[config.mk]
export PLATFORM = sky130hd
export DESIGN_NAME = uart_text_receiver_flat
export DESIGN_NICKNAME = d
export VERILOG_FILES = /design/src/rtl/uart_text_receiver_if.sv /design/src/rtl/uart_text_receiver.sv /design/src/flat_wrapper.sv
export SDC_FILE = /design/constraint.sdc
export NUM_CORES = 2
export LEC_CHECK = 0
export CAP_MARGIN = 10
export CORE_ASPECT_RATIO = 1.4
export CORE_MARGIN = 1
export CORE_UTILIZATION = 50
export CTS_BUF_LIST = sky130_fd_sc_hd__clkbuf_4
export CTS_CLUSTER_SIZE = 16
export DETAILED_ROUTE_END_ITERATION = 10
export PLACE_DENSITY = 0.65
export SLEW_MARGIN = 10
export SYNTH_ARGS = -nofsm -noshare
export SYNTH_HDL_FRONTEND = slang
export SYNTH_SLANG_ARGS = --single-unit
[constraint.sdc]
create_clock -name clk -period 30.4 [get_ports clk]
set_clock_uncertainty 0.15 [all_clocks]
set_input_delay 7.6 -clock clk [delete_from_list [all_inputs] [get_ports clk]]
set_output_delay 7.6 -clock clk [all_outputs]
set_load 0.02 [all_outputs]
[src/rtl/uart_text_receiver_if.sv]
// Byte-in / character-read bus of the UART text receiver: received byte strobe
// from the UART core and the display read port.
interface uart_text_receiver_if #(
  parameter int AW = 8
) ();
  logic [7:0]    rx_data;
  logic          rx_valid;
  logic [AW-1:0] rd_addr;
  logic [7:0]    rd_char;

  modport master (output rx_data, output rx_valid, output rd_addr, input  rd_char);
  modport slave  (input  rx_data, input  rx_valid, input  rd_addr, output rd_char);
endinterface

[src/rtl/uart_text_receiver.sv]
// Character terminal behind a UART receiver: decodes {lang, ascii} bytes, writes
// printable characters at a cursor into a ROWS x COLS buffer, executes control codes.
module uart_text_receiver #(
  parameter int COLS = 32,
  parameter int ROWS = 8,
  parameter int AW   = $clog2(COLS*ROWS)
) (
  input  logic                    clk,
  input  logic                    rst_n,
  uart_text_receiver_if.slave     bus,
  output logic [$clog2(COLS)-1:0] cursor_col,
  output logic [$clog2(ROWS)-1:0] cursor_row,
  output logic [7:0]              last_char,
  output logic                    lang_mode,
  output logic                    busy,
  output logic                    rx_dropped
);
  localparam int CW = $clog2(COLS);
  localparam int RW = $clog2(ROWS);
  localparam logic [AW-1:0] LAST_ADDR = AW'(COLS*ROWS-1);
  localparam logic [7:0]    BLANK     = 8'h20;

  typedef enum logic {CLEAR, IDLE} state_t;

  state_t        state_q, state_d;
  logic [AW-1:0] clr_q, clr_d;
  logic [CW-1:0] col_q, col_d;
  logic [RW-1:0] row_q, row_d;
  logic [7:0]    last_q, last_d;
  logic          lang_q, lang_d;
  logic          drop_q, drop_d;

  logic          we;
  logic [AW-1:0] wa;
  logic [7:0]    wd;
  logic [6:0]    code;

  logic [7:0] mem [COLS*ROWS];

  assign code = bus.rx_data[6:0];

  always_ff @(posedge clk or negedge rst_n) begin
    if (!rst_n) begin
      state_q <= CLEAR;
      clr_q   <= '0;
      col_q   <= '0;
      row_q   <= '0;
      last_q  <= BLANK;
      lang_q  <= 1'b0;
      drop_q  <= 1'b0;
    end else begin
      state_q <= state_d;
      clr_q   <= clr_d;
      col_q   <= col_d;
      row_q   <= row_d;
      last_q  <= last_d;
      lang_q  <= lang_d;
      drop_q  <= drop_d;
    end
  end

  always_comb begin
    state_d = state_q;
    clr_d   = clr_q;
    col_d   = col_q;
    row_d   = row_q;
    last_d  = last_q;
    lang_d  = lang_q;
    drop_d  = drop_q;
    we      = 1'b0;
    wa      = {row_q, col_q};
    wd      = BLANK;

    case (state_q)
      CLEAR: begin
        // Every byte arriving during a clear is lost, including the final cycle.
        we    = 1'b1;
        wa    = clr_q;
        clr_d = clr_q + 1'b1;
        col_d = '0;
        row_d = '0;
        if (bus.rx_valid) drop_d = 1'b1;
        if (clr_q == LAST_ADDR) state_d = IDLE;
      end
      IDLE: begin
        if (bus.rx_valid) begin
          if (code >= 7'h20 && code <= 7'h7E) begin
            we     = 1'b1;
            wd     = bus.rx_data;
            last_d = bus.rx_data;
            lang_d = bus.rx_data[7];
            col_d  = col_q + 1'b1;
            if (col_q == CW'(COLS-1)) row_d = row_q + 1'b1;
          end else if (code == 7'h0D) begin
            col_d = '0;
            row_d = row_q + 1'b1;
          end else if (code == 7'h08) begin
            if (col_q != '0) begin
              col_d = col_q - 1'b1;
            end else if (row_q != '0) begin
              row_d = row_q - 1'b1;
              col_d = CW'(COLS-1);
            end
            we = 1'b1;
            wa = {row_d, col_d};
          end else if (code == 7'h1B) begin
            state_d = CLEAR;
            clr_d   = '0;
          end
        end
      end
      default: state_d = CLEAR;
    endcase
  end

  always_ff @(posedge clk) begin
    if (we) mem[wa] <= wd;
  end

  // Read-first: a same-cycle write is seen one cycle later.
  always_ff @(posedge clk or negedge rst_n) begin
    if (!rst_n) bus.rd_char <= BLANK;
    else        bus.rd_char <= mem[bus.rd_addr];
  end

  assign cursor_col = col_q;
  assign cursor_row = row_q;
  assign last_char  = last_q;
  assign lang_mode  = lang_q;
  assign busy       = (state_q == CLEAR);
  assign rx_dropped = drop_q;
endmodule

[src/flat_wrapper.sv]
// flat-port wrapper written by rule: the top's interface ports become plain ports
module uart_text_receiver_flat 
#(
  parameter int COLS = 32,
  parameter int ROWS = 8,
  parameter int AW   = $clog2(COLS*ROWS)
)
  (clk, rst_n, cursor_col, cursor_row, last_char, lang_mode, busy, rx_dropped, bus_rx_data, bus_rx_valid, bus_rd_addr, bus_rd_char);
  uart_text_receiver_if #(.AW(AW)) bus_i ();
  input  logic clk;
  input  logic rst_n;
  output logic [$clog2(COLS)-1:0] cursor_col;
  output logic [$clog2(ROWS)-1:0] cursor_row;
  output logic [7:0] last_char;
  output logic lang_mode;
  output logic busy;
  output logic rx_dropped;
  input wire logic [$bits(bus_i.rx_data)-1:0] bus_rx_data;
  input wire logic [$bits(bus_i.rx_valid)-1:0] bus_rx_valid;
  input wire logic [$bits(bus_i.rd_addr)-1:0] bus_rd_addr;
  output wire logic [$bits(bus_i.rd_char)-1:0] bus_rd_char;
  assign bus_i.rx_data = bus_rx_data;
  assign bus_i.rx_valid = bus_rx_valid;
  assign bus_i.rd_addr = bus_rd_addr;
  assign bus_rd_char = bus_i.rd_char;
  uart_text_receiver #(.COLS(COLS), .ROWS(ROWS), .AW(AW)) u_core (.clk(clk), .rst_n(rst_n), .bus(bus_i), .cursor_col(cursor_col), .cursor_row(cursor_row), .last_char(last_char), .lang_mode(lang_mode), .busy(busy), .rx_dropped(rx_dropped));
endmodule
==> flow_metrics.tcl <==
set metrics [dict create \
    drv_slew 0 \
    ant_nets 0 \
    cts_buffers 476 \
    cp-end-kind "flip-flop" \
    r2r-start "u_core.cursor_col[0]$_DFFE_PN0P_" \
    synthMuxAreaShare_pct 14.1 \
    max_freq_mhz 76.2 \
    worstPathArrival_ps 14210 \
    yosys.area_share.simple_pct 2.87 \
    syn-num-nets 3972 \
    grt_first_pass_wirelength_um 295000 \
    syn_avg_cell_area_um2 20.5 \
    synth_area_leaders "edfxtp_1, mux4_2, a22oi_1" \
    die_h_um 478 \
    p_leak_nw 28.7 \
    maxCapViolCount 0 \
    first_global_vias 43037 \
    violations "design-rule violations" \
    post-route-period-util_pct 43.2 \
    hp-class "reg -> reg" \
    io_pins 46 \
    route.met3.wl_um 14600 \
    p_per_area_nw_per_um2 65.4 \
    synth_top_area_cell "edfxtp_1" \
    insertion_delay_ps 1390 \
    power_w 0.00587 \
    synth_compound_area_share_pct 4.48 \
    cp-endpoint "u_core.bus.rd_char[2]$_DFF_PN0_" \
    cts_sinks 2082 \
    post_cts_resized 0 \
    crit_start "bus_rd_addr[0]" \
    critical_path_class "in -> reg" \
    layout-drive-gt1-share_pct 28.8 \
    synth_edf_count 2048 \
    synth_top_cell_area_share_pct 76.0 \
    cts_root_buf "clkbuf_4" \
    drt_wl_total_um 204000 \
    met2_length_um 105000 \
    cts_tree "built" \
    rsz0062_at_grt "false" \
    vias 41786 \
    synthFlopType "edfxtp_1" \
    setup_viol 0 \
    r2r_cells 8 \
    ir_worst_vdd_uv 40.8 \
    ctsHoldBuffers 0 \
    cts_buffer_depth 4 \
    required_ps 31480 \
    synthXorXnorAreaFrac_pct 0.0758 \
    yosys_warnings 0 \
    dp_cells 5941 \
    drc 8 \
    first_iter_violations 4016 \
    grt_max_degree 201 \
    gp_congestion 0.862 \
    die_x_um 342 \
    async_flop_share_pct 1.63 \
    htreeDepth 5 \
    outcome "complete, but fails checks" \
    wl_per_cell_um 30.0 \
    dieArea_um2 163000 \
    clkTransAtPathRegs_ps 70 \
    slew_headroom_pct 17.2 \
    syn_area_um2 80900 \
    hold_viol_final 0 \
    synth_top_family_by_area "multiplexers" \
    met1_length_um 75400 \
    viasPerCell 6.15 \
    hpwl_um 120000 \
    overflow 0 \
    finalSetupTns_ps 0 \
    core_um2 161000 \
    postSynthCellCount 3946 \
    ys_types 80 \
    final_cell_mix "edfxtp_1, clkbuf_4, mux4_2" \
    antenna_found_initial 8 \
    r2r_slack_ps 24940 \
    layout_commonest_cell "edfxtp_1" \
    regToRegEndpoint "u_core.mem[95][6]$_DFFE_PP_" \
    initial_core_util_pct 50.4 \
    area_delta_synth_final_pct 10.9 \
    critical_path.startpoint_type "input pin" \
    numPortBuffers 45 \
    cts_setup_buffers 0 \
    grt_use_total_pct 25.2 \
    tightest_slew_ps 1240 \
    synth-adder-area-share_pct 0.108 \
    top_layer "met5" \
    ys_seq_elements 2082 \
    final.min_clock_period_ps 13130 \
    first_pass_iters 11 \
    finalNonFillerCells 6789 \
    critPathMaxFanout 102 \
    rows 174 \
    synth_seq_area_share_pct 77.1 \
    nets 4333 \
]
flip-flops by register name (all words and copies together) (netlist names):
register,cells
u_core.bus.rd_char,8
u_core.clr_q,8
u_core.cursor_col,5
u_core.cursor_row,3
u_core.last_char,8
u_core.mem,2048
u_core.rx_dropped,1
u_core.state_q,1
critical path, cell delays in order:
cell      delay (ps)
buf_8            530
buf_4            680
buf_4            560
buf_4            550
buf_12           580
buf_4            770
buf_4            690
mux4_2           610
a22oi_1          220
a21oi_1          150
a211oi_1         530
a22o_1           260
a211oi_1          60
worst min-delay path by stage:
| stage | cells after the start | startpoint | to | slack (ps) |
|---|---|---|---|---|
| 2_1_floorplan | 1 | u_core.clr_q[0]$_DFFE_PN0P_ | u_core.clr_q[0]$_DFFE_PN0P_ | 340 |
| 3_3_place_gp | 1 | u_core.rx_dropped$_DFFE_PN0P_ | u_core.rx_dropped$_DFFE_PN0P_ | 290 |
| 3_5_place_dp | 1 | u_core.rx_dropped$_DFFE_PN0P_ | u_core.rx_dropped$_DFFE_PN0P_ | 310 |
| 4_1_cts | 1 | u_core.rx_dropped$_DFFE_PN0P_ | u_core.rx_dropped$_DFFE_PN0P_ | 320 |
| 5_1_grt | 1 | u_core.rx_dropped$_DFFE_PN0P_ | u_core.rx_dropped$_DFFE_PN0P_ | 360 |
| 6_report | 1 | u_core.rx_dropped$_DFFE_PN0P_ | u_core.rx_dropped$_DFFE_PN0P_ | 320 |
cell type report:
type | instances | area, um^2
antenna | 7 | 17.5
clock buffer | 705 | 5290
timing repair buffer | 125 | 1100
inverter | 13 | 48.8
fill | 12317 | 71000
clock inverter | 136 | 583
tap | 2112 | 2640
sequential | 2082 | 62400
multi-input combinational | 1609 | 17700
metal layers:
layer	track usage (%)	vias to the layer above
li1	-	17576
met1	31.4	21858
met2	42.3	1933
met3	4.91	417
met4	12.0	2
met5	0	-
synth_stat cells (3+ instances only):
| cell | count |
|---|---|
| o22ai_1 | 36 |
| clkbuf_1 | 133 |
| o21a_1 | 3 |
| a22oi_1 | 185 |
| o211ai_1 | 4 |
| mux4_2 | 443 |
| and3_1 | 11 |
| a21oi_1 | 110 |
| buf_2 | 74 |
| nor4_1 | 12 |
| nand3_1 | 31 |
| ha_1 | 7 |
| nand2b_1 | 9 |
| or3_1 | 9 |
| o2bb2ai_1 | 7 |
| nand4_1 | 9 |
| nor2b_1 | 10 |
| a211o_1 | 12 |
| a21o_1 | 6 |
| or3b_2 | 3 |
| a22o_1 | 6 |
| nand2_1 | 67 |
| or2_2 | 4 |
| a211oi_1 | 25 |
| buf_4 | 4 |
| o31a_1 | 4 |
| and2_1 | 11 |
| dfrtp_1 | 32 |
| o221ai_1 | 36 |
| nor3_1 | 17 |
| a31oi_1 | 20 |
| xnor2_1 | 5 |
| mux2_2 | 12 |
| inv_1 | 12 |
| nand4_2 | 8 |
| mux2i_1 | 129 |
| edfxtp_1 | 2048 |
| o31ai_1 | 5 |
| nor2_1 | 287 |
| o21ai_0 | 20 |
| buf_1 | 29 |
stage by stage:
step,setup WS (ps),area [um^2],utilization (%),hold slack (ps)
finish,17270,89700,55.8,316
global route,16840,89700,55.8,358
global placement,15800,83800,52.2,294
floorplan,6050,80900,-,345
CTS,17200,89700,55.8,322
detailed placement,15740,83800,52.2,307
where the power goes:
group          switching (W)  leakage (nW)  internal, W
clock network        0.00106          3.52      0.00107
registers          0.0000264          19.1      0.00319
logic               0.000381          6.06     0.000150
cell families (layout without fill, tap and decap cells):
kind of cell	count (synthesis)	in the layout
DFF	2082	2082
and+or+nand+nor	501	501
adders and majority gates	7	7
other	0	7
xor gates and xnor gates	7	7
muxes	584	584
buffers and inverters	255	979
AOI/OAI and AO/OA	510	510
Power figures use the tool's default switching activity.
